### config.mk
export PLATFORM = sky130hd
export DESIGN_NAME = pipeline_ctrl_flat
export DESIGN_NICKNAME = d
export VERILOG_FILES = /design/src/rtl/pipeline_ctrl_pkg.sv /design/src/rtl/pipeline_ctrl_if.sv /design/src/rtl/pipeline_ctrl_hazard_detect.sv /design/src/rtl/pipeline_ctrl.sv /design/src/flat_wrapper.sv
export SDC_FILE = /design/constraint.sdc
export NUM_CORES = 1
export LEC_CHECK = 0
export BUFFER_PORTS_ARGS = -buffer_cell sky130_fd_sc_hd__buf_2
export CORE_MARGIN = 5
export CORE_UTILIZATION = 50
export DETAILED_ROUTE_END_ITERATION = 8
export HOLD_SLACK_MARGIN = 0.03
export PLACE_DENSITY = 0.79
export SLEW_MARGIN = 20
export SYNTH_ARGS = -nofsm -noshare
export SYNTH_HDL_FRONTEND = slang
export SYNTH_SLANG_ARGS = --single-unit
### constraint.sdc
create_clock -name CLK -period 2.6 [get_ports CLK]
set_input_delay 0 -clock CLK [delete_from_list [all_inputs] [get_ports CLK]]
set_output_delay 0 -clock CLK [all_outputs]
set_load 0.03 [all_outputs]
### src/rtl/pipeline_ctrl_pkg.sv
// Shared types for the pipeline sequencer.
//   pctrl_state_t : sequencer FSM state encoding (also exported on state_o)
//   latch_ctl_t   : enable/flush pair for one pipeline latch
//   LATCH_*       : index of each latch in a latch_ctl_t array
package pipeline_ctrl_pkg;

    typedef enum logic [1:0] {
        RUN     = 2'd0,
        MEMWAIT = 2'd1,
        DRAIN   = 2'd2,
        HALTED  = 2'd3
    } pctrl_state_t;

    typedef struct packed {
        logic en;
        logic flush;
    } latch_ctl_t;

    localparam int N_LATCH  = 4;
    localparam int LATCH_FD = 0;
    localparam int LATCH_DE = 1;
    localparam int LATCH_EM = 2;
    localparam int LATCH_MW = 3;

    function automatic latch_ctl_t latch_ctl(input logic en, input logic flush);
        latch_ctl_t c;
        c.en    = en;
        c.flush = flush;
        return c;
    endfunction

endpackage

### src/rtl/pipeline_ctrl_if.sv
// Status/control bundle between the datapath and the pipeline sequencer.
//   master : datapath side, drives hazard/cache/halt status, receives enables
//   slave  : sequencer side
//   Inputs  : ihit, dhit, em_dren, em_dwen, de_dren, de_regwr, de_rt, fd_rs,
//             fd_rt, fd_uses_rt, ex_redirect, de_halt, mw_halt
//   Outputs : pc_en, {fd,de,em,mw}_en, {fd,de,em,mw}_flush, halt, state_o,
//             stall_cnt, flush_cnt
interface pipeline_ctrl_if #(
    parameter int CNT_W = 16
);
    logic             ihit;
    logic             dhit;
    logic             em_dren;
    logic             em_dwen;
    logic             de_dren;
    logic             de_regwr;
    logic [4:0]       de_rt;
    logic [4:0]       fd_rs;
    logic [4:0]       fd_rt;
    logic             fd_uses_rt;
    logic             ex_redirect;
    logic             de_halt;
    logic             mw_halt;

    logic             pc_en;
    logic             fd_en;
    logic             de_en;
    logic             em_en;
    logic             mw_en;
    logic             fd_flush;
    logic             de_flush;
    logic             em_flush;
    logic             mw_flush;
    logic             halt;
    logic [1:0]       state_o;
    logic [CNT_W-1:0] stall_cnt;
    logic [CNT_W-1:0] flush_cnt;

    modport master (
        output ihit, dhit, em_dren, em_dwen, de_dren, de_regwr, de_rt,
               fd_rs, fd_rt, fd_uses_rt, ex_redirect, de_halt, mw_halt,
        input  pc_en, fd_en, de_en, em_en, mw_en,
               fd_flush, de_flush, em_flush, mw_flush,
               halt, state_o, stall_cnt, flush_cnt
    );

    modport slave (
        input  ihit, dhit, em_dren, em_dwen, de_dren, de_regwr, de_rt,
               fd_rs, fd_rt, fd_uses_rt, ex_redirect, de_halt, mw_halt,
        output pc_en, fd_en, de_en, em_en, mw_en,
               fd_flush, de_flush, em_flush, mw_flush,
               halt, state_o, stall_cnt, flush_cnt
    );
endinterface

### src/rtl/pipeline_ctrl_hazard_detect.sv
// Load-use hazard compare: the FD instruction needs a register that the load
// in DE has not produced yet. Purely combinational so the forwarding unit can
// share it.
//   de_dren, de_regwr, de_rt : DE-stage load and its destination
//   fd_rs, fd_rt, fd_uses_rt : FD-stage source registers
//   lu_stall                 : one-cycle bubble required
module hazard_detect (
    input  logic       de_dren,
    input  logic       de_regwr,
    input  logic [4:0] de_rt,
    input  logic [4:0] fd_rs,
    input  logic [4:0] fd_rt,
    input  logic       fd_uses_rt,
    output logic       lu_stall
);
    // $zero is never a real dependency.
    assign lu_stall = de_dren && de_regwr && (de_rt != 5'd0) &&
                      ((de_rt == fd_rs) || (fd_uses_rt && (de_rt == fd_rt)));
endmodule

### src/rtl/pipeline_ctrl.sv
// Central sequencer for the FD/DE/EM/MW latches and the PC of the 5-stage core.
//   CLK, RST : clock, synchronous active-high reset
//   bus      : status inputs and latch/PC controls (pipeline_ctrl_if.slave)
//
// state   | meaning
// RUN     | normal issue; hazards resolved combinationally
// MEMWAIT | data cache miss outstanding, whole pipe frozen
// DRAIN   | halt seen in DE, fetch stopped, older instructions retiring
// HALTED  | halt retired, core frozen until reset
module pipeline_ctrl
    import pipeline_ctrl_pkg::*;
#(
    parameter int CNT_W = 16
) (
    input  logic            CLK,
    input  logic            RST,
    pipeline_ctrl_if.slave  bus
);
    pctrl_state_t           state_q, state_d;
    logic                   from_drain_q, from_drain_d;
    logic                   halt_q;
    logic [CNT_W-1:0]       stall_q, flush_q;

    latch_ctl_t [N_LATCH-1:0] ctl;
    logic                   pc_en;
    logic                   redirect_acc;
    logic                   advance;
    logic                   drain_mode;
    logic                   dmiss;
    logic                   lu_stall;
    logic                   stall_inc;

    hazard_detect u_hazard (
        .de_dren    (bus.de_dren),
        .de_regwr   (bus.de_regwr),
        .de_rt      (bus.de_rt),
        .fd_rs      (bus.fd_rs),
        .fd_rt      (bus.fd_rt),
        .fd_uses_rt (bus.fd_uses_rt),
        .lu_stall   (lu_stall)
    );

    assign dmiss = (bus.em_dren || bus.em_dwen) && !bus.dhit;

    always_comb begin
        ctl          = '0;
        pc_en        = 1'b0;
        redirect_acc = 1'b0;
        advance      = 1'b0;
        drain_mode   = 1'b0;
        state_d      = state_q;
        from_drain_d = from_drain_q;

        case (state_q)
            RUN: begin
                if (dmiss) begin
                    state_d      = MEMWAIT;
                    from_drain_d = 1'b0;
                end else begin
                    advance = 1'b1;
                end
            end
            MEMWAIT: begin
                // The dhit cycle itself advances, so the miss costs no extra cycle.
                if (bus.dhit) begin
                    advance    = 1'b1;
                    drain_mode = from_drain_q;
                    state_d    = from_drain_q ? DRAIN : RUN;
                end
            end
            DRAIN: begin
                drain_mode = 1'b1;
                if (dmiss) begin
                    state_d      = MEMWAIT;
                    from_drain_d = 1'b1;
                end else begin
                    advance = 1'b1;
                end
            end
            HALTED: ;
            default: state_d = RUN;
        endcase

        if (advance) begin
            if (bus.ex_redirect) begin
                // Redirect squashes FD and DE, including any halt sitting in DE.
                pc_en            = 1'b1;
                ctl[LATCH_FD]    = latch_ctl(1'b1, 1'b1);
                ctl[LATCH_DE]    = latch_ctl(1'b1, 1'b1);
                ctl[LATCH_EM]    = latch_ctl(1'b1, 1'b0);
                ctl[LATCH_MW]    = latch_ctl(1'b1, 1'b0);
                redirect_acc     = 1'b1;
                state_d          = RUN;
            end else if (lu_stall) begin
                ctl[LATCH_DE]    = latch_ctl(1'b1, 1'b1);
                ctl[LATCH_EM]    = latch_ctl(1'b1, 1'b0);
                ctl[LATCH_MW]    = latch_ctl(1'b1, 1'b0);
            end else if (bus.de_halt) begin
                ctl[LATCH_FD]    = latch_ctl(1'b1, 1'b1);
                ctl[LATCH_DE]    = latch_ctl(1'b1, 1'b0);
                ctl[LATCH_EM]    = latch_ctl(1'b1, 1'b0);
                ctl[LATCH_MW]    = latch_ctl(1'b1, 1'b0);
                state_d          = DRAIN;
            end else if (!bus.ihit) begin
                ctl[LATCH_FD]    = latch_ctl(1'b1, 1'b1);
                ctl[LATCH_DE]    = latch_ctl(1'b1, 1'b0);
                ctl[LATCH_EM]    = latch_ctl(1'b1, 1'b0);
                ctl[LATCH_MW]    = latch_ctl(1'b1, 1'b0);
            end else begin
                pc_en            = 1'b1;
                ctl[LATCH_FD]    = latch_ctl(1'b1, 1'b0);
                ctl[LATCH_DE]    = latch_ctl(1'b1, 1'b0);
                ctl[LATCH_EM]    = latch_ctl(1'b1, 1'b0);
                ctl[LATCH_MW]    = latch_ctl(1'b1, 1'b0);
            end

            // While draining nothing new may be fetched behind the halt.
            if (drain_mode && !bus.ex_redirect) begin
                pc_en               = 1'b0;
                ctl[LATCH_FD].flush = 1'b1;
            end
        end

        // A halt reaching MW stops the core whether or not DE saw it first.
        if (state_q != HALTED && bus.mw_halt) begin
            state_d = HALTED;
        end

        if (RST) begin
            ctl          = '0;
            pc_en        = 1'b0;
            redirect_acc = 1'b0;
        end
    end

    assign stall_inc = !pc_en && (state_q == RUN || state_q == MEMWAIT);

    always_ff @(posedge CLK) begin
        if (RST) begin
            state_q      <= RUN;
            from_drain_q <= 1'b0;
            halt_q       <= 1'b0;
            stall_q      <= '0;
            flush_q      <= '0;
        end else begin
            state_q      <= state_d;
            from_drain_q <= from_drain_d;
            if (state_d == HALTED) begin
                halt_q <= 1'b1;
            end
            if (stall_inc && stall_q != {CNT_W{1'b1}}) begin
                stall_q <= stall_q + CNT_W'(1);
            end
            if (redirect_acc && flush_q != {CNT_W{1'b1}}) begin
                flush_q <= flush_q + CNT_W'(1);
            end
        end
    end

    assign bus.pc_en     = pc_en;
    assign bus.fd_en     = ctl[LATCH_FD].en;
    assign bus.de_en     = ctl[LATCH_DE].en;
    assign bus.em_en     = ctl[LATCH_EM].en;
    assign bus.mw_en     = ctl[LATCH_MW].en;
    assign bus.fd_flush  = ctl[LATCH_FD].flush;
    assign bus.de_flush  = ctl[LATCH_DE].flush;
    assign bus.em_flush  = ctl[LATCH_EM].flush;
    assign bus.mw_flush  = ctl[LATCH_MW].flush;
    assign bus.halt      = halt_q;
    assign bus.state_o   = state_q;
    assign bus.stall_cnt = stall_q;
    assign bus.flush_cnt = flush_q;
endmodule
### src/flat_wrapper.sv
// flat-port wrapper written by rule: the top's interface ports become plain ports
module pipeline_ctrl_flat import pipeline_ctrl_pkg::*;
#(
    parameter int CNT_W = 16
)
  (CLK, RST, bus_ihit, bus_dhit, bus_em_dren, bus_em_dwen, bus_de_dren, bus_de_regwr, bus_de_rt, bus_fd_rs, bus_fd_rt, bus_fd_uses_rt, bus_ex_redirect, bus_de_halt, bus_mw_halt, bus_pc_en, bus_fd_en, bus_de_en, bus_em_en, bus_mw_en, bus_fd_flush, bus_de_flush, bus_em_flush, bus_mw_flush, bus_halt, bus_state_o, bus_stall_cnt, bus_flush_cnt);
  pipeline_ctrl_if #(.CNT_W(CNT_W)) bus_i ();
  input  logic CLK;
  input  logic RST;
  input wire logic [$bits(bus_i.ihit)-1:0] bus_ihit;
  input wire logic [$bits(bus_i.dhit)-1:0] bus_dhit;
  input wire logic [$bits(bus_i.em_dren)-1:0] bus_em_dren;
  input wire logic [$bits(bus_i.em_dwen)-1:0] bus_em_dwen;
  input wire logic [$bits(bus_i.de_dren)-1:0] bus_de_dren;
  input wire logic [$bits(bus_i.de_regwr)-1:0] bus_de_regwr;
  input wire logic [$bits(bus_i.de_rt)-1:0] bus_de_rt;
  input wire logic [$bits(bus_i.fd_rs)-1:0] bus_fd_rs;
  input wire logic [$bits(bus_i.fd_rt)-1:0] bus_fd_rt;
  input wire logic [$bits(bus_i.fd_uses_rt)-1:0] bus_fd_uses_rt;
  input wire logic [$bits(bus_i.ex_redirect)-1:0] bus_ex_redirect;
  input wire logic [$bits(bus_i.de_halt)-1:0] bus_de_halt;
  input wire logic [$bits(bus_i.mw_halt)-1:0] bus_mw_halt;
  output wire logic [$bits(bus_i.pc_en)-1:0] bus_pc_en;
  output wire logic [$bits(bus_i.fd_en)-1:0] bus_fd_en;
  output wire logic [$bits(bus_i.de_en)-1:0] bus_de_en;
  output wire logic [$bits(bus_i.em_en)-1:0] bus_em_en;
  output wire logic [$bits(bus_i.mw_en)-1:0] bus_mw_en;
  output wire logic [$bits(bus_i.fd_flush)-1:0] bus_fd_flush;
  output wire logic [$bits(bus_i.de_flush)-1:0] bus_de_flush;
  output wire logic [$bits(bus_i.em_flush)-1:0] bus_em_flush;
  output wire logic [$bits(bus_i.mw_flush)-1:0] bus_mw_flush;
  output wire logic [$bits(bus_i.halt)-1:0] bus_halt;
  output wire logic [$bits(bus_i.state_o)-1:0] bus_state_o;
  output wire logic [$bits(bus_i.stall_cnt)-1:0] bus_stall_cnt;
  output wire logic [$bits(bus_i.flush_cnt)-1:0] bus_flush_cnt;
  assign bus_i.ihit = bus_ihit;
  assign bus_i.dhit = bus_dhit;
  assign bus_i.em_dren = bus_em_dren;
  assign bus_i.em_dwen = bus_em_dwen;
  assign bus_i.de_dren = bus_de_dren;
  assign bus_i.de_regwr = bus_de_regwr;
  assign bus_i.de_rt = bus_de_rt;
  assign bus_i.fd_rs = bus_fd_rs;
  assign bus_i.fd_rt = bus_fd_rt;
  assign bus_i.fd_uses_rt = bus_fd_uses_rt;
  assign bus_i.ex_redirect = bus_ex_redirect;
  assign bus_i.de_halt = bus_de_halt;
  assign bus_i.mw_halt = bus_mw_halt;
  assign bus_pc_en = bus_i.pc_en;
  assign bus_fd_en = bus_i.fd_en;
  assign bus_de_en = bus_i.de_en;
  assign bus_em_en = bus_i.em_en;
  assign bus_mw_en = bus_i.mw_en;
  assign bus_fd_flush = bus_i.fd_flush;
  assign bus_de_flush = bus_i.de_flush;
  assign bus_em_flush = bus_i.em_flush;
  assign bus_mw_flush = bus_i.mw_flush;
  assign bus_halt = bus_i.halt;
  assign bus_state_o = bus_i.state_o;
  assign bus_stall_cnt = bus_i.stall_cnt;
  assign bus_flush_cnt = bus_i.flush_cnt;
  pipeline_ctrl #(.CNT_W(CNT_W)) u_core (.CLK(CLK), .RST(RST), .bus(bus_i));
endmodule
==> summary.md <==
The run gives 0 as the number of failing hold endpoints at the final stage. STA classifies the critical path endpoint as a flip-flop. Between clock sinks in the finished design, the worst skew comes to 4.80 ps. Worst flop-to-flop path endpoint: u_core.bus.stall_cnt[15]. The sum of routed wire length over all layers came out at 5360 um. The worst-case clock buffer depth is 2. The clock share of power is 0.317. The worst hold path begins at bus_de_halt.

The logs give 0.922 for the weighted congestion at the end of routability-driven global placement and 2254 for the total via count after detailed routing. The total DRC errors in the routed layout was 0; the static leakage was 1.16 nW. The run gives 0.515 as the initial cell density of the core.

The die boundary width was 76.9 um; the count of fill cells added during filler insertion was 415. Power comes to 1.39 mW. The count of nets left with antenna violations once routing finished came out at 0.

For the sequential cell fraction of total power, the log shows 0.430. The startpoint class of the critical path was a flip-flop. In this run, CTS created clock tree buffers numbering 5. The netlist uses 60 different library cells.

The slowest library cell on the worst path is dfxtp_1. Sorting the synthesized cells by area gives the leading types as dfxtp_1, xor2_1, nor2_1. Fraction of layout instances using a drive strength above 1: 0.292. The run finished with clean final reports. Broken down by cell family, the worst path's largest delay share belongs to compound AO/OA/AOI/OAI gates. The logs give 0 for the total setup buffers inserted after CTS and 24 for the placement row count. The cell type contributing the most total cell area after synthesis is dfxtp_1. The warning count from the yosys run was 0; the worst relative slew slack was 0.504. The clock sink count came out at 36. Number of global-route vias before repair: 2154.

For the worst-skew pair, the clock arrives at the later sink with an insertion delay of 290 ps. Largest voltage drop on the vdd net: 0.000349 V. Die area: 5920 um^2.

The share of synthesized registers carrying an async set or reset works out to 0. The switching part of the total power was 0.346; the count of flip-flops with a built-in enable after synthesis was 0. Among all cell types in the netlist, the one instantiated most often is nor2_1. The cell area that synthesis handed to floorplanning was 2240 um^2. The HPWL after detailed placement is 4060 um.

Based on the critical path, the design can be clocked at up to 411 MHz. In this run, the number of DRC markers left after iteration 0 of detailed routing was 95. Across the run, the number of max-cap violations was 0. After detailed routing, the number of vias per cell comes to 5.72. The run gives 2600 um^2 as the cell area reported after detailed placement. The core region is 4350 um^2.

Counting flops and latches in the post-synthesis netlist gives 36. At the worst endpoint, the required time is 2790 ps. The number of instances in the synthesized netlist was 273; the count of nets after finishing was 374. The class of the most critical setup path is reg -> reg.

In this design, the stage delay of the slowest critical-path cell is 400 ps. The power density over cell area is 507 nW/um^2, and the antenna diode count is 0. In this run the count of I/O pins placed on the die edge is 71. Prior to clock tree synthesis, the placed netlist has a worst setup slack of 88.0 ps. The count of cells in the finished layout, fillers not included, comes to 394. For this run, the detailed router's first-pass iteration total came to 4. The sum of overflow across all layers after global routing is 0.

The commonest register cell after synthesis is dfxtp_1. The core occupancy in the finished layout was 0.628. The number of antenna violations at the first check in global routing was 0. The maximum fanout along the worst path is 15. The combinational fraction of design power is 0.253. The startpoint identified for the worst register-to-register timing path is u_core.bus.state_o[1]. Summed over all failing endpoints, the final setup total negative slack is 0 ps. TritonCTS built the clock tree. The final hold slack was 62.2 ps; the area share of the largest cell type after synthesis was 0.322.

The time the final worst path needs with I/O delays and setup came out at 2430 ps. In this run, placement finished with an instance count of 385. The pin slew with the least headroom to its limit came out at 739 ps. The H-tree generated during clock tree synthesis spans 2 levels. The clock tree root driver cell is clkbuf_8.

Walking the worst path, the cells encountered are inv_1, ha_1, a211o_1, a31oi_4, o21ai_0, o21a_2, nor4_2, mux2_2. The total of buffers placed on input and output ports is 68. The net switching power is 0.479 mW, and the area overhead of the layout relative to synthesis is 22.0%. The destination of the worst hold path is u_core.bus.state_o[1].

The logs give 0 for the number of max-slew violations in the final report and 0 for the total of endpoints with negative setup slack in the final report. The setup check on the worst reg-to-reg path leaves a slack of 170 ps. In the synthesized netlist, the cells that appear most often are nor2_1, dfxtp_1, xor2_1. The worst hold path class is in -> reg. Entering global routing, the biggest net connects 28 pins.

Setup repair after global routing left no endpoint under its margin. The die is 76.9 um tall. The number of cells on the worst reg-to-reg path is 8.

Average cell area after synthesis: 8.21 um^2. The cell-internal power is 0.907 mW, and the total buffers and inverters traversed by the critical path is 1. Clock-pin slew was measured on the worst setup and hold paths at 80 ps. The first-pass GRT wire length came out at 9450 um.

Data on the critical path arrives at its endpoint at 2620 ps. Final worst setup slack: 166 ps. Routed length per instance: 13.6 um. The fraction of the cycle the final worst path needs works out to 0.936. The cell count of the worst hold path is 3. The total track usage was 0.186. The sequential-to-total area share from yosys stat came out at 0.322. The finished cells cover 2730 um^2.
[worst max path at each step]
stage	start	cells past startpoint	slack (ps)	endpoint
floorplan	u_core.bus.state_o[1]	8	150	u_core.bus.stall_cnt[15]
global placement	u_core.bus.state_o[1]	8	200	u_core.bus.stall_cnt[15]
detailed placement	u_core.bus.state_o[1]	8	90	u_core.bus.stall_cnt[15]
CTS	u_core.bus.state_o[1]	8	70	u_core.bus.stall_cnt[15]
global route	u_core.bus.state_o[1]	8	10	u_core.bus.flush_cnt[14]
finish	u_core.bus.state_o[1]	8	170	u_core.bus.stall_cnt[15]
[worst reg2reg max path: cells and delay by family, from the launching register on]
kind	cells	cell delay (ps)
AOI/OAI and AO/OA	4	930
DFF	1	400
muxes	1	360
adders and majority gates	1	270
and+or+nand+nor	1	260
buffers and inverters	1	110
[layout make-up]
type                       count  area [um^2]  area share
clock inverter                 2         13.8     0.00503
clock buffer                   6         82.6      0.0302
multi-input combinational    214         1440       0.526
sequential                    36          721       0.264
timing repair buffer          71          365       0.134
tap                           52         65.1      0.0238
inverter                      13         48.8      0.0178
[flip-flops by register name, indices dropped and copies added, names as in the netlist]
register	count
u_core.bus.flush_cnt	16
u_core.bus.stall_cnt	16
u_core.bus.state_o	2
u_core.bus.halt	1
u_core.from_drain_q	1
[power groups by stage]
stage                     Clock, mW  Combinational [mW]  Sequential [mW]
final                         0.439               0.350            0.596
after global routing          0.476               0.389            0.601
after CTS                     0.444               0.342            0.597
after detailed placement          0               0.339            0.610
after global placement            0               0.335            0.608
after floorplan                   0               0.224            0.642
[cell usage in the layout, fill, tap and decap left out, types with 2 or more instances in the layout]
| master | Yosys | routed |
|---|---|---|
| or3_1 | 5 | 5 |
| and3_1 | 4 | 4 |
| or4_1 | 4 | 4 |
| ha_1 | 6 | 6 |
| dfxtp_1 | 36 | 36 |
| or2_2 | 2 | 2 |
| nand2_1 | 12 | 12 |
| a21oi_1 | 17 | 17 |
| nor2b_1 | 6 | 6 |
| o22ai_1 | 3 | 3 |
| o31ai_1 | 6 | 6 |
| nand2b_1 | 2 | 2 |
| buf_2 | 1 | 68 |
| nand3_1 | 14 | 14 |
| nor4_2 | 1 | 2 |
| inv_1 | 13 | 13 |
| buf_4 | 4 | 2 |
| xor2_1 | 18 | 18 |
| clkbuf_8 | 0 | 6 |
| o211ai_1 | 2 | 2 |
| o21ai_0 | 6 | 6 |
| mux2_2 | 4 | 4 |
| nand3b_1 | 2 | 2 |
| nand4_1 | 14 | 14 |
| xnor2_1 | 6 | 6 |
| nor2_1 | 38 | 38 |
| o21bai_1 | 2 | 2 |
| conb_1 | 1 | 2 |
| nor3_1 | 7 | 7 |
[cell families after synthesis]
logic type / synth area share
DFF: 0.322
and+or+nand+nor: 0.291
AOI/OAI and AO/OA: 0.176
xor gates and xnor gates: 0.0938
muxes: 0.0313
other: 0.00167
buffers and inverters: 0.0508
adders and majority gates: 0.0335
[routing by layer]
metal | wire length [um] | vias up | track usage
li1 | - | 1135 | -
met1 | 2480 | 1055 | 0.236
met2 | 2520 | 58 | 0.305
met3 | 298 | 6 | 0.0492
met4 | 55 | 0 | 0.0629
met5 | 0 | - | 0
[repair_timing]
item / CTS / global route
resized for setup: 0 / 4
endpoints found under the hold margin: 1 / 0
hold buffers: 1 / 0
endpoints found under the setup margin: 0 / 3
No activity file was read; power rests on OpenSTA's default activity.
